$ cat src/rtl/arm_isa_pkg.sv
// arm_isa_pkg
//   Field constants and per-class encode helpers for the ARM subset that the
//   single-cycle core decodes (ADD, SUB, AND, ORR, CMP, LDR/STR imm, B/BL).
//   Shared by the decoder and by arm_instr_encoder so both ends agree on
//   every bit position.
package arm_isa_pkg;

  typedef enum logic [1:0] {
    CLS_DP  = 2'b00,
    CLS_MEM = 2'b01,
    CLS_BR  = 2'b10,
    CLS_ILL = 2'b11
  } instr_class_e;

  localparam logic [3:0] CMD_AND = 4'b0000;
  localparam logic [3:0] CMD_SUB = 4'b0010;
  localparam logic [3:0] CMD_ADD = 4'b0100;
  localparam logic [3:0] CMD_CMP = 4'b1010;
  localparam logic [3:0] CMD_ORR = 4'b1100;

  localparam logic [3:0] COND_AL = 4'hE;
  localparam logic [3:0] COND_NV = 4'hF;

  localparam logic [1:0] OP_DP  = 2'b00;
  localparam logic [1:0] OP_MEM = 2'b01;
  localparam logic [2:0] OP_BR  = 3'b101;

  function automatic logic dp_cmd_legal(input logic [3:0] cmd);
    return (cmd == CMD_AND) || (cmd == CMD_SUB) || (cmd == CMD_ADD) ||
           (cmd == CMD_CMP) || (cmd == CMD_ORR);
  endfunction

  // CMP only exists as a flag-setting compare with no destination,
  // so S and Rd are forced regardless of what the caller supplied.
  function automatic logic [31:0] enc_dp(input logic [3:0]  cond,
                                         input logic        i,
                                         input logic [3:0]  cmd,
                                         input logic        s,
                                         input logic [3:0]  rn,
                                         input logic [3:0]  rd,
                                         input logic [11:0] src2);
    logic       s_eff;
    logic [3:0] rd_eff;
    s_eff  = (cmd == CMD_CMP) ? 1'b1 : s;
    rd_eff = (cmd == CMD_CMP) ? 4'h0 : rd;
    return {cond, OP_DP, i, cmd, s_eff, rn, rd_eff, src2};
  endfunction

  // Immediate-offset, pre-indexed, add, word, no writeback: I=0 P=1 U=1 B=0 W=0.
  function automatic logic [31:0] enc_mem(input logic [3:0]  cond,
                                          input logic        l,
                                          input logic [3:0]  rn,
                                          input logic [3:0]  rd,
                                          input logic [11:0] imm12);
    return {cond, OP_MEM, 1'b0, 1'b1, 1'b1, 1'b0, 1'b0, l, rn, rd, imm12};
  endfunction

  function automatic logic [31:0] enc_br(input logic [3:0]  cond,
                                         input logic        link,
                                         input logic [23:0] imm24);
    return {cond, OP_BR, link, imm24};
  endfunction

endpackage

$ cat src/rtl/sync_fifo.sv
// sync_fifo
//   Single-clock FIFO, synchronous active-high reset.
//   Ports:
//     i_clk, i_rst        clock / reset (reset empties the FIFO)
//     i_push, i_din       write one entry (ignored when full)
//     i_pop               remove head entry (ignored when empty)
//     o_dout              head entry (undefined when empty)
//     o_full, o_empty     occupancy flags
//   Simultaneous push and pop leaves occupancy unchanged.
module sync_fifo #(
  parameter int WIDTH = 32,
  parameter int DEPTH = 4
) (
  input  logic             i_clk,
  input  logic             i_rst,
  input  logic             i_push,
  input  logic [WIDTH-1:0] i_din,
  input  logic             i_pop,
  output logic [WIDTH-1:0] o_dout,
  output logic             o_full,
  output logic             o_empty
);

  localparam int AW = (DEPTH > 1) ? $clog2(DEPTH) : 1;
  localparam logic [AW:0] FULL_CNT = (AW+1)'(DEPTH);

  logic [WIDTH-1:0] r_mem [DEPTH];
  logic [AW-1:0]    r_wr_ptr;
  logic [AW-1:0]    r_rd_ptr;
  logic [AW:0]      r_count;
  logic             w_do_push;
  logic             w_do_pop;

  assign o_full    = (r_count == FULL_CNT);
  assign o_empty   = (r_count == '0);
  assign w_do_push = i_push && !o_full;
  assign w_do_pop  = i_pop && !o_empty;
  assign o_dout    = r_mem[r_rd_ptr];

  // DEPTH is a power of two, so the pointers wrap on their own.
  always_ff @(posedge i_clk) begin
    if (i_rst) begin
      r_wr_ptr <= '0;
      r_rd_ptr <= '0;
      r_count  <= '0;
    end else begin
      if (w_do_push) r_wr_ptr <= r_wr_ptr + 1'b1;
      if (w_do_pop)  r_rd_ptr <= r_rd_ptr + 1'b1;
      if (w_do_push && !w_do_pop)      r_count <= r_count + 1'b1;
      else if (w_do_pop && !w_do_push) r_count <= r_count - 1'b1;
    end
  end

  always_ff @(posedge i_clk) begin
    if (w_do_push) r_mem[r_wr_ptr] <= i_din;
  end

endmodule

$ cat src/rtl/arm_instr_encoder.sv
// arm_instr_encoder
//   Packs field-level instruction descriptors into 32-bit ARM words and
//   streams them into instruction memory at consecutive word addresses.
//   Ports:
//     CLK, Reset                 clock, synchronous active-high reset
//     req_valid/req_ready        descriptor handshake (ready = FIFO not full)
//     req_class..req_imm         descriptor fields
//     base_load, base_addr       relocate the write pointer (only when idle)
//     imem_we/addr/wd/ready      buffered memory write port
//     words_written              completed writes, wrapping 16-bit count
//     err_illegal, err_busy      sticky error flags, cleared by Reset only
module arm_instr_encoder
  import arm_isa_pkg::*;
#(
  parameter int          DEPTH      = 4,
  parameter logic [31:0] RESET_ADDR = 32'h0000_0000
) (
  input  logic        CLK,
  input  logic        Reset,
  input  logic        req_valid,
  output logic        req_ready,
  input  logic [1:0]  req_class,
  input  logic [3:0]  req_cond,
  input  logic [3:0]  req_cmd,
  input  logic        req_i,
  input  logic        req_s,
  input  logic        req_link,
  input  logic [3:0]  req_rn,
  input  logic [3:0]  req_rd,
  input  logic [23:0] req_imm,
  input  logic        base_load,
  input  logic [31:0] base_addr,
  output logic        imem_we,
  output logic [31:0] imem_addr,
  output logic [31:0] imem_wd,
  input  logic        imem_ready,
  output logic [15:0] words_written,
  output logic        err_illegal,
  output logic        err_busy
);

  logic [31:0] w_word;
  logic        w_legal;
  logic        w_accept;
  logic        w_push;
  logic        w_pop;
  logic        w_full;
  logic        w_empty;
  logic [31:0] w_head;
  logic        w_base_ok;
  logic        w_unused_addr_lsb;

  logic [31:0] r_addr;
  logic [15:0] r_words;
  logic        r_err_illegal;
  logic        r_err_busy;

  always_comb begin
    w_word  = '0;
    w_legal = 1'b0;
    case (req_class)
      CLS_DP: begin
        w_word  = enc_dp(req_cond, req_i, req_cmd, req_s, req_rn, req_rd, req_imm[11:0]);
        w_legal = dp_cmd_legal(req_cmd);
      end
      CLS_MEM: begin
        w_word  = enc_mem(req_cond, req_s, req_rn, req_rd, req_imm[11:0]);
        w_legal = 1'b1;
      end
      CLS_BR: begin
        w_word  = enc_br(req_cond, req_link, req_imm);
        w_legal = 1'b1;
      end
      default: begin
        w_word  = '0;
        w_legal = 1'b0;
      end
    endcase
    if (req_cond == COND_NV) w_legal = 1'b0;
  end

  assign req_ready = !w_full;
  assign w_accept  = req_valid && req_ready;
  assign w_push    = w_accept && w_legal;

  // Strobe is held off during Reset so memory never sees a write that the
  // address/count registers are about to forget.
  assign imem_we   = !w_empty && !Reset;
  assign imem_wd   = w_empty ? 32'h0 : w_head;
  assign imem_addr = r_addr;
  assign w_pop     = imem_we && imem_ready;

  // Relocation is only safe when nothing is queued or arriving, otherwise
  // queued words would land at the wrong address.
  assign w_base_ok         = w_empty && !w_push;
  assign w_unused_addr_lsb = ^base_addr[1:0];

  sync_fifo #(
    .WIDTH (32),
    .DEPTH (DEPTH)
  ) u_fifo (
    .i_clk   (CLK),
    .i_rst   (Reset),
    .i_push  (w_push),
    .i_din   (w_word),
    .i_pop   (w_pop),
    .o_dout  (w_head),
    .o_full  (w_full),
    .o_empty (w_empty)
  );

  always_ff @(posedge CLK) begin
    if (Reset) begin
      r_addr        <= RESET_ADDR;
      r_words       <= '0;
      r_err_illegal <= 1'b0;
      r_err_busy    <= 1'b0;
    end else begin
      if (w_pop) begin
        r_addr  <= r_addr + 32'd4;
        r_words <= r_words + 16'd1;
      end else if (base_load && w_base_ok) begin
        r_addr <= {base_addr[31:2], 2'b00};
      end
      if (w_accept && !w_legal) r_err_illegal <= 1'b1;
      if (base_load && !w_base_ok) r_err_busy <= 1'b1;
    end
  end

  assign words_written = r_words;
  assign err_illegal   = r_err_illegal;
  assign err_busy      = r_err_busy;

endmodule

$ cat config.mk
export PLATFORM = sky130hd
export DESIGN_NAME = arm_instr_encoder
export DESIGN_NICKNAME = d
export VERILOG_FILES = /design/src/rtl/arm_isa_pkg.sv /design/src/rtl/sync_fifo.sv /design/src/rtl/arm_instr_encoder.sv
export SDC_FILE = /design/constraint.sdc
export NUM_CORES = 1
export LEC_CHECK = 0
export CORE_MARGIN = 2
export CORE_UTILIZATION = 30
export CTS_BUF_LIST = sky130_fd_sc_hd__clkbuf_4 sky130_fd_sc_hd__clkbuf_8 sky130_fd_sc_hd__clkbuf_16
export CTS_CLUSTER_DIAMETER = 150
export DETAILED_ROUTE_END_ITERATION = 10
export PLACE_DENSITY = 0.63
export SLEW_MARGIN = 0
export SYNTH_ARGS = -nofsm -noshare
export SYNTH_HDL_FRONTEND = slang
export SYNTH_SLANG_ARGS = --single-unit
$ cat constraint.sdc
create_clock -name CLK -period 2.9 [get_ports CLK]
set_input_delay 0.58 -clock CLK [delete_from_list [all_inputs] [get_ports CLK]]
set_output_delay 0.58 -clock CLK [all_outputs]
set_load 0.02 [all_outputs]
# Yosys cells after proc, flatten, opt, wreduce, memory -nomap -nowiden

Memories as Yosys holds them, arrays and structs flattened. A register that Yosys moved wholly into a read port is not among the register bits.
Cells that the tools add are included.

Add/subtract/negate cells: 6
Equal/unequal tests: 8
Mux-type cells: 14
Reductions and logical operators: 30

Operator list:

| kind                  | count |
|---|---|
| $mux 32               | 3 |
| $pmux 32 s3           | 1 |
| $add 32x3->32 const B | 1 |
| $add 16x1->16 const B | 1 |
| $eq 4x4->1 const B    | 3 |
| $logic_and 1x1->1     | 12 |
| $logic_not 1->1       | 8 |
| $mux 3                | 2 |
| $add 2x1->2 const B   | 2 |
| $eq 4x2->1 const B    | 1 |
| $eq 4x3->1 const B    | 1 |
| $logic_not 4->1       | 1 |
| $logic_or 1x1->1      | 4 |
| $mux 1                | 4 |
| $mux 2                | 2 |
| $mux 4                | 1 |
| $reduce_bool 2->1     | 2 |
| $add 3x1->3 const B   | 1 |
| $eq 3x3->1 const B    | 1 |
| $logic_not 3->1       | 1 |
| $sub 3x1->3 const B   | 1 |
| $eq 2x1->1 const B    | 1 |
| $eq 2x2->1 const B    | 1 |
| $logic_not 2->1       | 1 |
| other kinds (2)       | 2 |

Bits in registers: 57
Bits in writable memories: 128
Bits of input ports: 82
Word-level logic and storage cells: 66
Memories: 1

Memories:

| name         | words | width | read ports | clocked after Yosys merged registers in | wr ports | line            | source |
|---|---|---|---|---|---|---|---|
| u_fifo.r_mem | 4     | 32    | 1          | 1                                       | 1        | sync_fifo.sv:27 | `logic [WIDTH-1:0] r_mem [DEPTH];` |

# Depth between registers and ports, before layout

Gate-level depths: netlist (run 1).

Depth in word-level cells: 13
Depth in mapped cells: 11
Mapped depth without buffers: 10

# Modules after synthesis

Synthesis (run 1) repeated with hierarchy kept, for this count alone.

Cell total of the unflattened synthesis: 631
Area total of the unflattened synthesis: 8269.2 um^2

By module, submodules not included:

| module            | instances | cells an instance | area each (um^2) | seq. area each (um^2) |
|---|---|---|---|---|
| sync_fifo         | 1         | 215               | 5132.4           | 4023.9 |
| arm_instr_encoder | 1         | 416               | 3136.8           | 960.9 |

# Worst setup path before layout (run 1)

Ideal clock, no wire load.

Path type: input port to flip-flop
Start: input port req_class[1]
End: register u_fifo.r_count[2]
Library setup time: 0.070 ns
Data arrival time: 2.770 ns
Data required time: 2.830 ns
Slack: 0.059 ns
Stages on the path: 11
Cell sequence: inv_1 ha_1 clkbuf_1 a41oi_2 nor2_1 ha_1 inv_1 fa_1 xor2_1 or3_1 a21oi_1

Word-level cells in the longest chain between the ends: 9

RTL lines:

| element                                         | line                    | source |
|---|---|---|
| start: declaration                              | arm_instr_encoder.sv:22 | `input logic [1:0] req_class,` |
| $eq 2x2->1 / $eq 2x1->1 (equally long branches) | arm_instr_encoder.sv:61 | `case (req_class)` |
| $reduce_or 2->1 (no line)                       | n/a                     |  |
| $pmux 1 s2 *                                    | arm_instr_encoder.sv:61 |  |
| $mux 1 *                                        | arm_instr_encoder.sv:79 | `if (req_cond == COND_NV) w_legal = 1'b0;` |
| $logic_and 1x1->1 *                             | arm_instr_encoder.sv:84 | `assign w_push = w_accept && w_legal;` |
| $logic_and 1x1->1 *                             | sync_fifo.sv:36         | `assign w_do_push = i_push && !o_full;` |
| net u_fifo.w_do_push                            | sync_fifo.sv:31         | `logic w_do_push;` |
| $logic_not 1->1                                 | sync_fifo.sv:50         | `else if (w_do_pop && !w_do_push) r_count <= r_count - 1'b1;` |
| $logic_and 1x1->1                               | sync_fifo.sv:50         |  |
| $reduce_bool 2->1 (no line)                     | n/a                     |  |
| end signal: assignment                          | sync_fifo.sv:49         | `if (w_do_push && !w_do_pop) r_count <= r_count + 1'b1;` |
| end signal: assignment                          | sync_fifo.sv:50         |  |
| end: declaration                                | sync_fifo.sv:30         | `logic [AW:0] r_count;` |

The timed path passes the listed nets; every way through them passes the cells marked *.
A chain may end at the register's enable or synchronous reset.

==> results of run 1 <==
[state kept, by name, indices dropped and copies added, names as in the netlist, named ones only]
name / cells
imem_addr: 30
u_fifo.r_wr_ptr: 2
u_fifo.r_mem: 128
u_fifo.r_count: 3
err_busy: 1
err_illegal: 1
words_written: 16
u_fifo.r_rd_ptr: 2
[worst max-delay path, cell delays in order (launching register included)]
cell and delay (ns):
dfxtp_4 0.41, buf_12 0.19, mux4_2 0.50, nor2b_1 0.14, clkdlybuf4s50_1 0.55
[routing by layer]
metal | vias to the layer above | share of wire, %
li1 | 2739 | -
met1 | 2812 | 45
met2 | 181 | 49
met3 | 7 | 5.7
met4 | 0 | 0.53
met5 | - | 0
[synth_stat cells, drive strengths merged (11+ instances only)]
cell    number  share of area, %
a21oi       20               1.2
and2        23               1.8
buf         14               1.0
clkbuf      20              0.92
dfxtp       57                14
edfxtp     128                47
ha          13               2.0
inv         13              0.60
mux4        32               8.9
nand2       26               1.2
nand3       27               1.7
nor2        59               2.7
nor2b       33               2.5
nor3        14              0.92
nor4        14               1.4
o21ai       11              0.68
xor2        13               1.4
[power by group through the flow]
stage | sequential, W | combinational [W] | clock (W)
after floorplan | 0.00342 | 0.00132 | 0
final | 0.00328 | 0.00262 | 0.00240
after global routing | 0.00332 | 0.00284 | 0.00257
after CTS | 0.00328 | 0.00268 | 0.00246
after global placement | 0.00333 | 0.00271 | 0
after detailed placement | 0.00334 | 0.00272 | 0
[path summary, 6_finish.rpt]
path                                                       end  cells past startpoint  slack (ns)                      startpoint
worst max-delay path                               imem_wd[17]                      4        0.10                            flop
worst min-delay path                     err_busy$_SDFFE_PP0P_                      2        0.49           err_busy$_SDFFE_PP0P_
worst max register to register  u_fifo.r_count[2]$_SDFFE_PP0P_                      9        0.68  u_fifo.r_count[0]$_SDFFE_PP0P_
worst min register to register           err_busy$_SDFFE_PP0P_                      2        0.49           err_busy$_SDFFE_PP0P_
[area by class of cell]
cell class                      instances  share of cell area [%]
Clock inverter                         15                    1.89
Inverter                               13                   0.437
Timing Repair Buffer                  213                    19.0
Tap cell                              341                    3.82
Multi-Input combinational cell        384                    26.4
Sequential cell                       185                    44.7
Clock buffer                           17                    3.81
[repair_timing]
action | 4_1_cts | 5_1_grt
gates cloned | 0 | 0
endpoints found under the setup margin | 25 | 15
resized for setup | 11 | 15
[metrics by stage]
stage	util (%)	TNS [ns]	std cells	hold WS, ns	area [um^2]
2_1_floorplan	-	0	616	0.478	8130
3_5_place_dp	39.2	-9.08	1136	0.460	10500
5_1_grt	41.7	0	1168	0.525	11200
6_report	41.7	0	1168	0.486	11200
4_1_cts	41.5	0	1168	0.485	11100
3_3_place_gp	39.2	-11.96	1136	0.451	10500
[logic make-up (layout without fill, tap and decap cells)]
group	after synthesis	count (layout)
AOI/OAI and AO/OA	83	83
xor gates and xnor gates	20	20
adders and majority gates	14	14
buffers and inverters	47	258
DFF	185	185
muxes	35	35
other	1	2
and+or+nand+nor	230	230
==> qor.yml, run 1 <==
detailed_routing:
  drt-total-wl_um: 20100
  drc_errors: 0
  antenna_left: 0
  wire_per_inst_um: 17.2
  vias: 5739
  via_per_inst: 4.91
  drt-initial-drc-count: 433
  dr.pass1.iters: 5
pwr:
  power.switching_w: 0.00282
  ir_drop_mv: 0.328
  clkPwrFrac_pct: 29.0
  swShare_pct: 34.0
  seq_power_share_pct: 39.5
  pwr-share-comb_pct: 31.5
  p_leak_nw: 4.06
  pwr_density_cell_mw_per_mm2: 743
  total_power_w: 0.00830
  intPower_w: 0.00548
sta:
  worstMarginPinSlew_ns: 1.13
  layout_setup_ws_ns: 0.100
  setup_violations: 0
  slew_viol_final: 0
  fmax_ghz: 0.357
  min_period_ns: 2.80
  grt_setup_unrepaired: "false"
  period_share_pct: 96.5
  slew_headroom_pct: 24.1
  final-hold-violation-count: 0
  fin_worst_skew_ns: 0.0132
grt:
  grt-busiest-layer: "met2"
  grt_pass1_vias: 5788
  groute.layer.met1.usage_pct: 19.1
  antenna_found_initial: 0
  grt_max_degree: 34
  use_met3_pct: 3.83
  grt-ovfl-total: 0
  grt_pass1_wl_um: 31900
  grtUsageTotal_pct: 14.5
  gr-usage-met2_pct: 24.1
die:
  fp.dieH_um: 169
  die_x_um: 169
  initial_core_util_pct: 30.3
  die_area_mm2: 0.0284
  rows: 60
  io_pins: 166
  core_area_mm2: 0.0268
yosys:
  synth-xor-area-share_pct: 2.16
  synth_area_per_cell_um2: 13.2
  synth-async-reset-ratio_pct: 0
  synth_warnings: 0
  synth_compound_area_share_pct: 7.05
  synth_fa_ha_area_share_pct: 2.25
  syn_area_mm2: 0.00812
  yosysSeqAreaShare_pct: 61.4
  synth_top_family_by_area: "simple AND/OR/NAND/NOR gates"
  synth.distinct_cells: 55
  synth_edf_count: 128
  synthFlopType: "edfxtp_1"
  synth_cells: 615
  synth_mux_area_share_pct: 9.24
  yosys_register_bits: 185
  synth-simple-area-share_pct: 15.4
run:
  drv_cap: 0
worst_hold_path:
  worst_hold_path_type: "reg -> reg"
finish:
  final_common_cell: "clkdlybuf4s50_1"
  fin_nets: 910
  fill_cells: 2519
  register_area_mm2: 0.00499
  multi_input_area_mm2: 0.00295
  final_cell_mix: "clkdlybuf4s50_1 (135), edfxtp_1 (128), nor2_1 (59)"
  drive_above_1_share_pct: 16.1
  diodes: 0
  syn_to_final_growth_pct: 37.5
critical_path:
  crit_type: "reg -> out"
  cp.required_ns: 2.32
  end_kind: "primary output"
  worstPathMaxFanout: 15
  cp_data_arrival_time_ns: 2.22
  startpoint_type: "flop"
clock_tree:
  ctsHoldBuffers: 0
  postCtsSetupBuffers: 0
  clock-sinks: 185
  cts_buffers: 17
  insertion_delay_ns: 0.44
  cts_root_buf: "clkbuf_16"
  cts.reportedPaths.clkPinSlew_ns: 0.07
  htreeDepth: 4
  cts_tree: "built"
  cts_buffer_depth: 2
run_status:
  outcome: "finished, final reports clean"
place:
  port_buffers: 161
  post-place-ws_ns: -0.229
  place_congestion: 0.753
  dp.final_hpwl_um: 13700
Power figures use the tool's default switching activity.
==> inputs of run 2 (changes only) <==
--- a/config.mk
+++ b/config.mk
@@ -10,6 +10,8 @@
 export CTS_BUF_LIST = sky130_fd_sc_hd__clkbuf_4 sky130_fd_sc_hd__clkbuf_8 sky130_fd_sc_hd__clkbuf_16
 export CTS_CLUSTER_DIAMETER = 150
 export DETAILED_ROUTE_END_ITERATION = 10
+export GPL_TIMING_DRIVEN = 0
+export HOLD_SLACK_MARGIN = 0.03
 export PLACE_DENSITY = 0.63
 export SLEW_MARGIN = 0
 export SYNTH_ARGS = -nofsm -noshare
==> run 2 against run 1 <==
Effect of this change: non-clock buffer count is 15 lower; largest cell class unchanged; critical path depth stayed put; cell count is 1.3% lower; maximum frequency hardly changed; highest routed layer unchanged; largest power group unchanged.
==> qor.yml, run 2 (same netlist as run 1, synthesis figures left out) <==
run_status:
  outcome: "finished, final reports clean"
clock_tree:
  cts_buffers: 17  # unchanged
  cts.reportedPaths.clkPinSlew_ns: 0.08  # about the same
  cts_tree: "built"
  htreeDepth: 4  # unchanged
  clock-sinks: 185  # unchanged
  cts_buffer_depth: 2  # unchanged
  ctsHoldBuffers: 0  # unchanged
  insertion_delay_ns: 0.44  # about the same
  cts_root_buf: "clkbuf_16"
critical_path:
  critical_path.top_delay_family: "buffers and inverters"
  cp.depth: 4  # unchanged
  startpoint_type: "flop"
  cp_data_arrival_time_ns: 2.22  # about the same
  rr_startpoint: "u_fifo.r_count[0]$_SDFFE_PP0P_"
  worst-path-buf-inv: 2  # unchanged
  r2r_cells: 10  # +1
  r2r_slack_ns: 0.37  # -0.31 ns
  crit_slowest_cell: "clkdlybuf4s50_1"
  critPathMaxStageDelay_ns: 0.54  # about the same
  rr_endpoint: "u_fifo.r_count[2]$_SDFFE_PP0P_"
  end_kind: "primary output"
  worstPathMaxFanout: 10  # -5
  cp.required_ns: 2.32  # about the same
  path_cells: "buf_6 -> mux4_2 -> nor2b_1 -> clkdlybuf4s50_1"
  crit_type: "reg -> out"
finish:
  final_cell_area_mm2: 0.0110  # -1.8%
  largest_register_ffs: 128  # unchanged
  diodes: 0  # unchanged
  fin_nets: 895  # -1.6%
  fin_util_pct: 41.0  # -0.73 points
  final_cell_mix: "clkdlybuf4s50_1 (134), edfxtp_1 (128), nor2_1 (58)"
  largest-register: "u_fifo.r_mem"
  syn_to_final_growth_pct: 35.1
  final_common_cell: "clkdlybuf4s50_1"
  drive_above_1_share_pct: 13.7  # -2.4 points
detailed_routing:
  via_per_inst: 4.94  # +0.59%
  drt-total-wl_um: 20700  # +3.1%
  dr.pass1.iters: 5  # unchanged
  vias: 5699  # -0.70%
  drt-initial-drc-count: 436  # +0.69%
  antenna_left: 0  # unchanged
  wire_per_inst_um: 17.9  # +4.5%
  drc_errors: 0  # unchanged
die:
  die_x_um: 169  # unchanged
  io_pins: 166  # unchanged
  rows: 60  # unchanged
  die_area_mm2: 0.0284  # unchanged
  initial_core_util_pct: 30.3  # unchanged
  fp.dieH_um: 169  # unchanged
  core_area_mm2: 0.0268  # unchanged
pwr:
  seq_power_share_pct: 39.5  # about the same
  ir_drop_mv: 0.461  # +40%
  power.switching_w: 0.00289  # +2.2%
  total_power_w: 0.00830  # about the same
  intPower_w: 0.00542  # -1.1%
  pwr-share-comb_pct: 31.3  # -0.2 points
  pwr_density_cell_mw_per_mm2: 756  # +1.8%
  swShare_pct: 34.8  # +0.74 points
  clkPwrFrac_pct: 29.2  # +0.2 points
  p_leak_nw: 3.86  # -4.9%
sta:
  period_share_pct: 96.6  # about the same
  slew_headroom_pct: 26.1  # +2.1 points
  fmax_ghz: 0.357  # about the same
  grt_setup_unrepaired: "true"
  hold_slack_ns: 0.499  # +0.0130 ns
  final-hold-violation-count: 0  # unchanged
  slew_viol_final: 0  # unchanged
  min_period_ns: 2.80  # +0.000555 ns
  worstMarginPinSlew_ns: 1.09  # -0.0423 ns
  fin_worst_skew_ns: 0.0152  # +0.00192 ns
  setup_violations: 0  # unchanged
place:
  place_congestion: 0.773  # +2.7%
  dp.final_hpwl_um: 14300  # +4.1%
  place_area_mm2: 0.0102  # -3.0%
  port_buffers: 161  # unchanged
grt:
  grt_pass1_vias: 5721  # -1.2%
  grt-ovfl-total: 0  # unchanged
  antenna_found_initial: 0  # unchanged
  grt_max_degree: 33  # -2.9%
  grt_pass1_wl_um: 32200  # +0.91%
  grtUsageTotal_pct: 14.8  # +0.25 points
worst_hold_path:
  worst_hold_path_type: "reg -> reg"
  hp-start: "err_illegal$_SDFFE_PP0P_"
  min_path_cells: 2  # unchanged
  min_to: "err_illegal$_SDFFE_PP0P_"
run:
  drv_cap: 0  # unchanged
==> run 2: changes by cell type in the layout (fill, tap and decap cells not counted), moves of 2 or more <==
cell,delta
clkbuf_2,+7
ha_1,-2
ha_4,+2
buf_6,+4
a41oi_4,+2
dlymetal6s2s_1,-5
clkinv_8,-2
buf_2,+4
inv_12,+3
inv_8,-2
clkbuf_1,+10
dlygate4sd2_1,+7
buf_4,-36
buf_12,-8
==> run 2: worst max-delay path by stage <==
stage                                           to  slack [ns]
CTS                  u_fifo.r_mem[2][30]$_DFFE_PP_       0.006
global route        u_fifo.r_count[2]$_SDFFE_PP0P_       -0.07
detailed placement  u_fifo.r_count[2]$_SDFFE_PP0P_       -0.87
global placement     u_fifo.r_mem[1][15]$_DFFE_PP_       -1.42
floorplan           u_fifo.r_count[2]$_SDFFE_PP0P_        0.06
finish                                  imem_wd[3]         0.1
==> run 2: routing by layer <==
| layer | routed length, um | vias up | track usage, % |
|---|---|---|---|
| met3 | 1170 | 25 | 4.16 |
| met5 | 0 | - | 0 |
| met4 | 298 | 0 | 3.71 |
| li1 | - | 2707 | - |
| met1 | 9200 | 2782 | 19.1 |
| met2 | 10000 | 185 | 24.5 |
==> run 2: worst min-delay path: stages, from the launching register on <==
cell and delay, ns:
dfxtp_1 0.34, a31oi_1 0.04, nor2_1 0.08
==> run 2: timing repair <==
action | in CTS | in global routing
setup endpoints to repair | 217 | 146
buffers inserted | 4 | 0
pin swaps | 2 | 0
resized for setup | 43 | 16
==> run 2: per-stage QoR <==
step | setup TNS (ns) | instances | setup WS, ns
final | 0 | 1153 | 0.0998
after global routing | -0.0746 | 1153 | -0.0746
after CTS | 0 | 1153 | 0.00578
after detailed placement | -141.27 | 1119 | -0.873
after global placement | -223.61 | 1118 | -1.42
after floorplan | 0 | 616 | 0.0593
==> run 2: power groups by stage <==
stage | sequential, W | clock (W) | combinational, W
after CTS | 0.00328 | 0.00247 | 0.00265
after detailed placement | 0.00332 | 0 | 0.00265
after global routing | 0.00331 | 0.00259 | 0.00280
after floorplan | 0.00342 | 0 | 0.00132
final | 0.00328 | 0.00243 | 0.00260
after global placement | 0.00331 | 0 | 0.00262
==> run 2: area by class of cell <==
cell class,count,area [um^2]
Tap cell,341,427
Multi-Input combinational cell,384,3020
Timing Repair Buffer,166,1670
Inverter,13,48.8
Clock inverter,15,214
Fill cell,2514,15800
Buffer,32,184
Clock buffer,17,425
Sequential cell,185,4990
